===== src/rtl/fifo_pkg.sv =====
// fifo_pkg: shared FIFO controller constants and the occupancy helper.
package fifo_pkg;
  localparam int W = 8;
  localparam int L = 5;
  localparam int DEPTH = 1 << L;
  localparam int PTR_W = L + 1;
  function automatic logic [PTR_W-1:0] f_count(input logic [PTR_W-1:0] wptr, input logic [PTR_W-1:0] rptr);
    return wptr - rptr;
  endfunction
endpackage


===== src/rtl/fifo_ptr.sv =====
// fifo_ptr: wrap-bit pointer register with async clear and increment enable.
module fifo_ptr #(
  parameter int PW = 6
) (
  input  logic          clk,
  input  logic          rst,
  input  logic          en,
  output logic [PW-1:0] ptr
);
  logic [PW-1:0] ptr_d, ptr_q;
  always_comb ptr_d = en ? ptr_q + 1'b1 : ptr_q;
  always_ff @(posedge clk or posedge rst)
    if (rst) ptr_q <= '0;
    else ptr_q <= ptr_d;
  assign ptr = ptr_q;
endmodule


===== src/rtl/sync_fifo_ctrl.sv =====
// sync_fifo_ctrl: pointer/flag/handshake control for a FIFO over an external dual-port RAM.
// Optional sticky ovf/udf error ports when SYNC_FIFO_CTRL_ERR_EN is defined.
module sync_fifo_ctrl
  import fifo_pkg::*;
#(
  parameter int W = fifo_pkg::W,
  parameter int L = fifo_pkg::L
) (
  input  logic         clk,
  input  logic         rst,
  input  logic         push,
  input  logic [W-1:0] din,
  output logic         full,
  input  logic         pop,
  output logic [W-1:0] dout,
  output logic         dout_vld,
  output logic         empty,
  output logic [L:0]   count,
  output logic         mem_wr_n,
  output logic [L-1:0] mem_addr_a,
  output logic [W-1:0] mem_data_a,
  output logic         mem_rd_n,
  output logic [L-1:0] mem_addr_b,
  input  logic [W-1:0] mem_data_b
`ifdef SYNC_FIFO_CTRL_ERR_EN
  ,
  output logic         ovf,
  output logic         udf
`endif
);
  logic [L:0] wptr, rptr;
  logic push_acc, pop_acc, dout_vld_d, dout_vld_q;
  always_comb begin
    push_acc = push & ~full & ~rst;
    pop_acc = pop & ~empty & ~rst;
    dout_vld_d = pop_acc;
  end
  fifo_ptr #(.PW(L + 1)) u_wptr (.clk(clk), .rst(rst), .en(push_acc), .ptr(wptr));
  fifo_ptr #(.PW(L + 1)) u_rptr (.clk(clk), .rst(rst), .en(pop_acc), .ptr(rptr));
  assign empty = wptr == rptr;
  assign full = (wptr[L] != rptr[L]) && (wptr[L-1:0] == rptr[L-1:0]);
  assign count = f_count(wptr, rptr);
  assign mem_wr_n = ~push_acc;
  assign mem_rd_n = ~pop_acc;
  assign mem_addr_a = wptr[L-1:0];
  assign mem_addr_b = rptr[L-1:0];
  assign mem_data_a = din;
  assign dout = mem_data_b;
  assign dout_vld = dout_vld_q;
  always_ff @(posedge clk or posedge rst)
    if (rst) dout_vld_q <= 1'b0;
    else dout_vld_q <= dout_vld_d;
`ifdef SYNC_FIFO_CTRL_ERR_EN
  logic ovf_d, ovf_q, udf_d, udf_q;
  always_comb begin
    ovf_d = ovf_q | (push & full);
    udf_d = udf_q | (pop & empty);
  end
  always_ff @(posedge clk or posedge rst)
    if (rst) begin
      ovf_q <= 1'b0;
      udf_q <= 1'b0;
    end else begin
      ovf_q <= ovf_d;
      udf_q <= udf_d;
    end
  assign ovf = ovf_q;
  assign udf = udf_q;
`endif
endmodule

===== config.mk =====
export PLATFORM = sky130hd
export DESIGN_NAME = sync_fifo_ctrl
export DESIGN_NICKNAME = d
export VERILOG_FILES = /design/src/rtl/fifo_pkg.sv /design/src/rtl/fifo_ptr.sv /design/src/rtl/sync_fifo_ctrl.sv
export SDC_FILE = /design/constraint.sdc
export NUM_CORES = 1
export LEC_CHECK = 0
export CAP_MARGIN = 20
export CORE_UTILIZATION = 40
export DETAILED_ROUTE_END_ITERATION = 6
export GPL_ROUTABILITY_DRIVEN = 0
export PLACE_DENSITY = 0.87
export SLEW_MARGIN = 20
export SYNTH_ARGS = -nofsm -noshare
export SYNTH_HDL_FRONTEND = slang
export SYNTH_SLANG_ARGS = --single-unit
export TNS_END_PERCENT = 20

===== constraint.sdc =====
create_clock -name clk -period 2.2 [get_ports clk]
set_input_delay 0.22 -clock clk [delete_from_list [all_inputs] [get_ports clk]]
set_output_delay 0.22 -clock clk [all_outputs]
set_load 0.01 [all_outputs]

## Word-level counts from Yosys, hierarchy flattened

Cells that the tools add are included.

- Register bits after elaboration: 13
- Output and inout port bits: 37
- Word-level logic and storage cells: 19
- Input port bits: 20

- Add/subtract/negate cells: 3
- Eq/ne operators: 3
- Reductions and logical operators: 1
- Bitwise gates (word level): 9

Operator list:

| cell | number |
|---|---|
| 6-bit by 1-bit adder with 6-bit output (second input constant) | 2 |
| 6-bit equality test | 1 |
| 6-bit subtractor | 1 |
| 5-bit equality test | 1 |
| 1-bit inverter | 5 |
| 1-bit bitwise AND | 4 |
| 1-bit logical AND | 1 |
| 1-bit inequality test | 1 |

## Depth between registers and ports, before layout

Gate-level depths: netlist of run 1.

- Word-level depth: 6
- Mapped depth: 7
- Mapped depth without buffers: 7

## Hierarchy

A second synthesis of run 1 with hierarchy kept.

- Cell total of the unflattened synthesis: 95
- Area, all modules: 949.7 µm²

Modules (own cells, without submodules):

| module | sequential area each (µm²) | instances | cells each | area each (µm²) |
|---|---|---|---|---|
| fifo_ptr | 150.1 | 2 | 19 | 254.0 |
| sync_fifo_ctrl | 25.0 | 1 | 57 | 441.7 |

## Least setup slack after synthesis of run 1

Ideal clock, no wire load.

- Path type: register to output
- Start: register u_rptr.ptr_q[1], in the netlist u_rptr.ptr[1]
- End: output port count[5]
- Data required time: 1,980 ps
- Path buffers: 0
- Arrival time: 1,528 ps
- Path slack: 452 ps
- Cell stages (with the launch flop): 6
- Path through: dfrtp_1 -> inv_1 -> ha_1 -> nor2b_1 -> o31a_1 -> a311o_1

- Word-level cells in the longest chain between the ends: 1

RTL lines:

| element | line | source |
|---|---|---|
| start, declared | fifo_ptr.sv:10 | `logic [PW-1:0] ptr_d, ptr_q;` |
| start signal, assigned | fifo_ptr.sv:14 | `else ptr_q <= ptr_d;` |
| 6-bit subtractor | fifo_pkg.sv:8 | `return wptr - rptr;` |
| end, declared | sync_fifo_ctrl.sv:18 | `output logic [L:0] count,` |

No other way between the ends.

## Worst setup path after layout of run 1

Same ends and word-level chain as after synthesis.

==> results of run 1 <==
==> power by group through the flow <==
stage | registers, uW | logic, uW | clock network (uW)
3_5_place_dp | 440 | 2020 | 0
6_report | 435 | 1950 | 145
5_1_grt | 444 | 2140 | 158
3_3_place_gp | 428 | 1950 | 0
4_1_cts | 436 | 1970 | 146
2_1_floorplan | 467 | 1170 | 0
==> layout make-up <==
| cell class | count | area, sq um | area share, % |
|---|---|---|---|
| Inverter | 13 | 48.80 | 3.638 |
| Tap cell | 30 | 37.54 | 2.798 |
| Multi-Input combinational cell | 65 | 541.8 | 40.39 |
| Sequential cell | 13 | 325.3 | 24.25 |
| Timing Repair Buffer | 42 | 361.6 | 26.96 |
| Clock buffer | 4 | 26.28 | 1.959 |
==> layer usage <==
layer	vias up	global-route usage, %
met2	24	30.92
met4	0	8.547
met5	-	0
met1	400	21.49
li1	405	-
met3	14	1.944
==> stage by stage <==
step	setup slack, ps	hold slack (ps)	instance area [sq um]
4_1_cts	-123.1	342.4	1333
5_1_grt	-60.77	382.6	1341
3_3_place_gp	40.06	440.1	1303
6_report	32.96	328.9	1341
3_5_place_dp	-28.63	440.1	1303
2_1_floorplan	452.4	96.96	1106
==> cell families after synthesis <==
logic type,after synthesis
flops,13
fa+ha+maj,8
compound gates,20
xor+xnor,12
mux,1
simple gates,24
buf+inv,40
==> worst max-delay path, cell delays in order, from the launching register on <==
cell and delay, ps:
dfrtp_1 350, inv_1 60, ha_1 310, nor2b_1 150, o31a_1 320, a311o_1 350, buf_2 140
==> repair_timing <==
action                     CTS  global route
setup buffers                0             1
setup endpoints to repair    8             3
resized for setup           14             6
pin swaps                    1             4
==> cell usage in the layout, fill, tap and decap left out, types with 3 or more instances in the layout <==
cell type,n
nor2_1,3
o21ai_0,6
nand4_1,3
ha_1,4
buf_4,18
dlygate4sd2_1,5
clkbuf_4,3
dfrtp_1,13
o31ai_1,3
inv_1,13
ha_2,3
clkdlybuf4s50_1,15
nand2_1,8
xnor2_1,9
==> worst paths after layout <==
| check | slack (ps) | end | cells after the start |
|---|---|---|---|
| max in group asynchronous | 1540 | u_rptr.ptr[2] | 2 |
| worst max-delay path | 30 | count[5] | 6 |
| worst max register to register | 420 | u_wptr.ptr[5] | 6 |
| worst min-delay path | 330 | u_rptr.ptr[3] | 2 |
| worst min register to register | 590 | u_rptr.ptr[2] | 2 |
| min in group clk | 440 | dout[2] | 0 |
==> registers in the layout, indices dropped and copies added, names as in the netlist <==
name	count
dout_vld	1
u_rptr.ptr	6
u_wptr.ptr	6
==> run_results.csv, run 1 <==
group,metric,value,unit
final_layout,instances_no_fill,167,
synth,synthTopCellsByArea,"dfrtp_1 (29%), buf_4 (18%), ha_1 (7.9%)",
power,p_per_area,1886,nW/um^2
synth,synth_edf_count,0,
power,switching_share,43.52,%
clocking,hold_buffers,0,
final_layout,fin_nets,166,
place,hpwl,1.962,mm
floorplan,pin_count,57,
clocking,clk_pin_slew,80,ps
clocking,cts_tree,"yes",
synth,synthFlopType,"dfrtp_1",
synth,synth_xor_area_share,10.18,%
sta,min_period,2167,ps
global_route,grt-ovfl-total,0,
power,power_leakage,0.0006220,uW
sta,maxSlewViolCount,0,
floorplan,floorplan.initialDensity,43.46,%
power,switchingPower,1101,uW
global_route,grt_pass1_vias,846,
synth,synth-seq-cells,13,
final_layout,syn2layout_area_growth,21.27,%
global_route,grt_first_pass_wirelength,3.767,mm
routing,wl_per_cell,13.96,um
power,seqPwrFrac,17.2,%
clocking,clkSinkCount,13,
sta,tightest_slew,499.9,ps
critical_path,startpoint_type,"register",
final_layout,drive_above_1_share,25.55,%
place,io_buffers,24,
synth,synthSimpleGateAreaFrac,11.88,%
synth,yosysUniqueCellTypes,31,
synth,synth_mux_area_share,1.357,%
synth,yosysTopAreaCell,"dfrtp_1",
power,internal_power,1429,uW
power,peakVddDrop,1240,uV
synth,synthAdderAreaFrac,9.729,%
floorplan,core,2545,sq um
job,cap_violations,0,
sta,max_slew_margin,66.63,%
clocking,clk_latency,270,ps
clocking,htreeDepth,1,
status,outcome,"completed",
synth,syn_avg_cell_area,9.373,sq um
power,clkPwrFrac,5.7,%
synth,yosysSeqAreaShare,29.41,%
power,design_power_total,2530,uW
critical_path,required,1980,ps
clocking,cts_buffers,3,
critical_path,crit_type,"reg -> out",
sta,rsz0062_at_grt,"yes",
synth,synth.most_common_cell,"buf_4",
sta,fin_skew,1.055,ps
routing,firstDrtPassIters,2,
final_layout,nFillCells,248,
routing,detail_route.vias_per_cell,5.048,
global_route,grt_max_degree,14,
routing,top_layer_used,"met4",
synth,synth_top_family_by_area,"buffers and inverters",
final_layout,antennaDiodeCount,0,
critical_path,worstSetupStartpoint,"u_rptr.ptr[1]",
routing,routed_wl,2.331,mm
synth,yosys_warnings,0,
synth,synth_compound_area_share,14.14,%
final_layout,post-route-util,52.70,%
critical_path,cp_data_arrival_time,1950,ps
routing,drt_iter0_drc,8,
power,p_comb_share,77.1,%
clocking,cts_buffer_depth,2,
place,placed_cells,162,
routing,wl_met1,1.018,mm
floorplan,die_y,54.59,um
routing,drc,0,
synth,async_flop_share,100.0,%
synth,synth_top_area_share,29.41,%
sta,min_period_over_period,98.50,%
min_path,hold_path_class,"in -> async",
floorplan,fp-row-count,18,
sta,hold_violations,0,
global_route,antenna_found_initial,0,
critical_path,path_max_fanout,3,
routing,antenna_left,0,
floorplan,die-area,2980,sq um
critical_path,rr_startpoint,"u_rptr.ptr[3]",
floorplan,die_width,54.59,um
routing,dr_wl_met2,1.126,mm
synth,synth_cells,118,
sta,clock.fmax,0.4615,GHz
critical_path,endpoint_kind,"primary output",
sta,setup_viol,0,
sta,fin_tns_setup,0,ps
routing,vias,843,
synth,synthesis.area,1106,sq um
global_route,track_usage,17.79,%
clocking,root_buffer,"clkbuf_4",
synth,synth_fp_nets,146,
routing,wl_met3,130,um
synth,yosys-top-cells-count,"buf_4 (26), dfrtp_1 (13), inv_1 (13)",
Note: power is estimated with default switching activity, not from simulation.
==> run 2: changes to the inputs <==
--- a/config.mk
+++ b/config.mk
@@ -6,9 +6,11 @@
 export NUM_CORES = 1
 export LEC_CHECK = 0
 export CAP_MARGIN = 20
+export CORE_ASPECT_RATIO = 0.8
 export CORE_UTILIZATION = 40
 export DETAILED_ROUTE_END_ITERATION = 6
 export GPL_ROUTABILITY_DRIVEN = 0
+export HOLD_SLACK_MARGIN = 0.06
 export PLACE_DENSITY = 0.87
 export SLEW_MARGIN = 20
 export SYNTH_ARGS = -nofsm -noshare
==> run 2 against run 1 <==
Sequential cell count did not move. Clock skew rose by 0.65 ps. The flow now finishes with violations (negative setup slack). Global-route usage fell by 0.46 points. Non-clock buffer count fell by 1. Wire length rose by 3.4%. Design area rose by 1.1%. Core utilization rose by 1.1 points. Fmax fell by 1.6%. Critical path depth fell by 1. Register-to-register slack improved by 20 ps.
==> run_results.csv, run 2 (same netlist as run 1, synthesis figures left out) <==
group,metric,value,unit
floorplan,die-area,2981,sq um
sta,max_slew_margin,66.31,%
clocking,hold_buffers,0,
final_layout,drive_above_1_share,25.74,%
global_route,grt_first_pass_wirelength,3.850,mm
min_path,hold_path_class,"in -> async",
final_layout,instances_no_fill,172,
critical_path,crit_type,"reg -> out",
status,violations,"negative setup slack",
clocking,clk_latency,280,ps
sta,tightest_slew,504.8,ps
floorplan,floorplan.initialDensity,43.85,%
critical_path,startpoint_type,"register",
global_route,antenna_found_initial,0,
sta,hold_violations,0,
power,peakVddDrop,1169,uV
final_layout,final_common_cell,"buf_4",
critical_path,endpoint_kind,"primary output",
sta,min_period,2203,ps
global_route,track_usage,17.34,%
place,io_buffers,24,
floorplan,fp-row-count,16,
routing,vias,836,
routing,firstDrtPassIters,4,
place,place_ws,-14.63,ps
sta,fin_skew,1.709,ps
clocking,clk_pin_slew,80,ps
sta,fin_ws,-2.694,ps
global_route,grt_pass1_vias,836,
floorplan,die_width,60.79,um
critical_path,required,1980,ps
floorplan,die_y,49.04,um
sta,setup_viol,1,
final_layout,final_cell_mix,"buf_4 (17), clkdlybuf4s50_1 (15), dfrtp_1 (13)",
status,outcome,"complete, but fails checks",
place,placed_cells,165,
critical_path,cp_data_arrival_time,1980,ps
clocking,cts_tree,"yes",
final_layout,antennaDiodeCount,0,
sta,min_period_over_period,100.1,%
sta,maxSlewViolCount,0,
routing,wl_per_cell,14.01,um
critical_path,path_max_fanout,3,
final_layout,syn2layout_area_growth,22.62,%
final_layout,nFillCells,244,
floorplan,core,2522,sq um
clocking,clkSinkCount,13,
routing,detail_route.vias_per_cell,4.860,
power,power_leakage,0.0006231,uW
sta,rsz0062_at_grt,"yes",
routing,antenna_left,0,
place,placed_cell_area,1287,sq um
clocking,cts_buffers,3,
routing,drc,0,
routing,drt_iter0_drc,16,
sta,timing.hold.ws,344.3,ps
final_layout,finalInstanceArea,1356,sq um
global_route,grt-ovfl-total,0,
routing,routed_wl,2.410,mm
clocking,cts_buffer_depth,2,
global_route,grt_max_degree,14,
clocking,htreeDepth,1,
clocking,root_buffer,"clkbuf_4",
floorplan,pin_count,57,
place,hpwl,1.846,mm
sta,clock.fmax,0.4540,GHz
power,p_per_area,1888,nW/um^2
final_layout,fin_nets,165,
job,cap_violations,0,
[run 2: changes by cell type in the layout (fill, tap and decap cells not counted), sizes merged]
cell / previous run / this run
buf: 19 / 18
dlymetal6s2s: 1 / 2
dlygate4sd2: 5 / 4
[run 2: metrics by stage]
step / setup TNS [ps] / power [uW] / util, %
detailed placement: -22.51 / 2380 / 51.04
global placement: 0 / 2328 / 51.04
CTS: -127.5 / 2558 / 53.08
global route: -111.2 / 2772 / 53.77
finish: -2.694 / 2560 / 53.77
floorplan: 0 / 1638 / -
[run 2: path summary, 6_finish.rpt]
| check | from | to | slack (ps) | cells after the start |
|---|---|---|---|---|
| setup / recovery | u_wptr.ptr[1] | count[5] | -3 | 5 |
| hold / removal | rst | dout_vld | 340 | 2 |
| setup reg to reg | u_wptr.ptr[1] | u_rptr.ptr[4] | 440 | 7 |
| hold reg to reg | u_wptr.ptr[0] | u_wptr.ptr[0] | 570 | 2 |
| max in group asynchronous | rst | u_rptr.ptr[4] | 1520 | 2 |
| min in group clk | mem_data_b[0] | dout[0] | 440 | 0 |
[run 2: worst max-delay path: stages (launching register included)]
cell and delay, ps:
dfrtp_1 410, ha_1 310, nor2b_1 150, o31a_1 270
a311o_1 350, clkdlybuf4s15_2 220
[run 2: area by class of cell]
cell class	count	area, sq um	share of cell area, %
clock buffer	4	26.28	1.937
multi-input combinational	65	551.8	40.68
sequential	13	325.3	23.99
tap	36	45.04	3.321
inverter	13	48.80	3.598
timing repair buffer	41	359.1	26.48
[run 2: what timing repair did]
action | CTS | global route
gates resized for setup | 15 | 6
buffers inserted | 0 | 3
endpoints found under the hold margin | 0 | 0
setup endpoints to repair | 9 | 5
[run 2: per-layer routing]
| metal | vias to the layer above | GRT usage (%) | share of wire [%] |
|---|---|---|---|
| met5 | - | 0 | 0 |
| met4 | 0 | 9.848 | 2.4 |
| met1 | 399 | 24.17 | 46 |
| met3 | 11 | 2.387 | 6.3 |
| li1 | 400 | - | - |
| met2 | 26 | 25.27 | 45 |
[run 2: power by group]
| part | internal (uW) | total (uW) | leakage, uW | switching (uW) |
|---|---|---|---|---|
| Clock | 70.4 | 149 | 0.0000150 | 79.1 |
| Sequential | 347 | 458 | 0.000158 | 111 |
| Combinational | 1020 | 1950 | 0.000450 | 929 |
| Total | 1440 | 2560 | 0.000623 | 1120 |
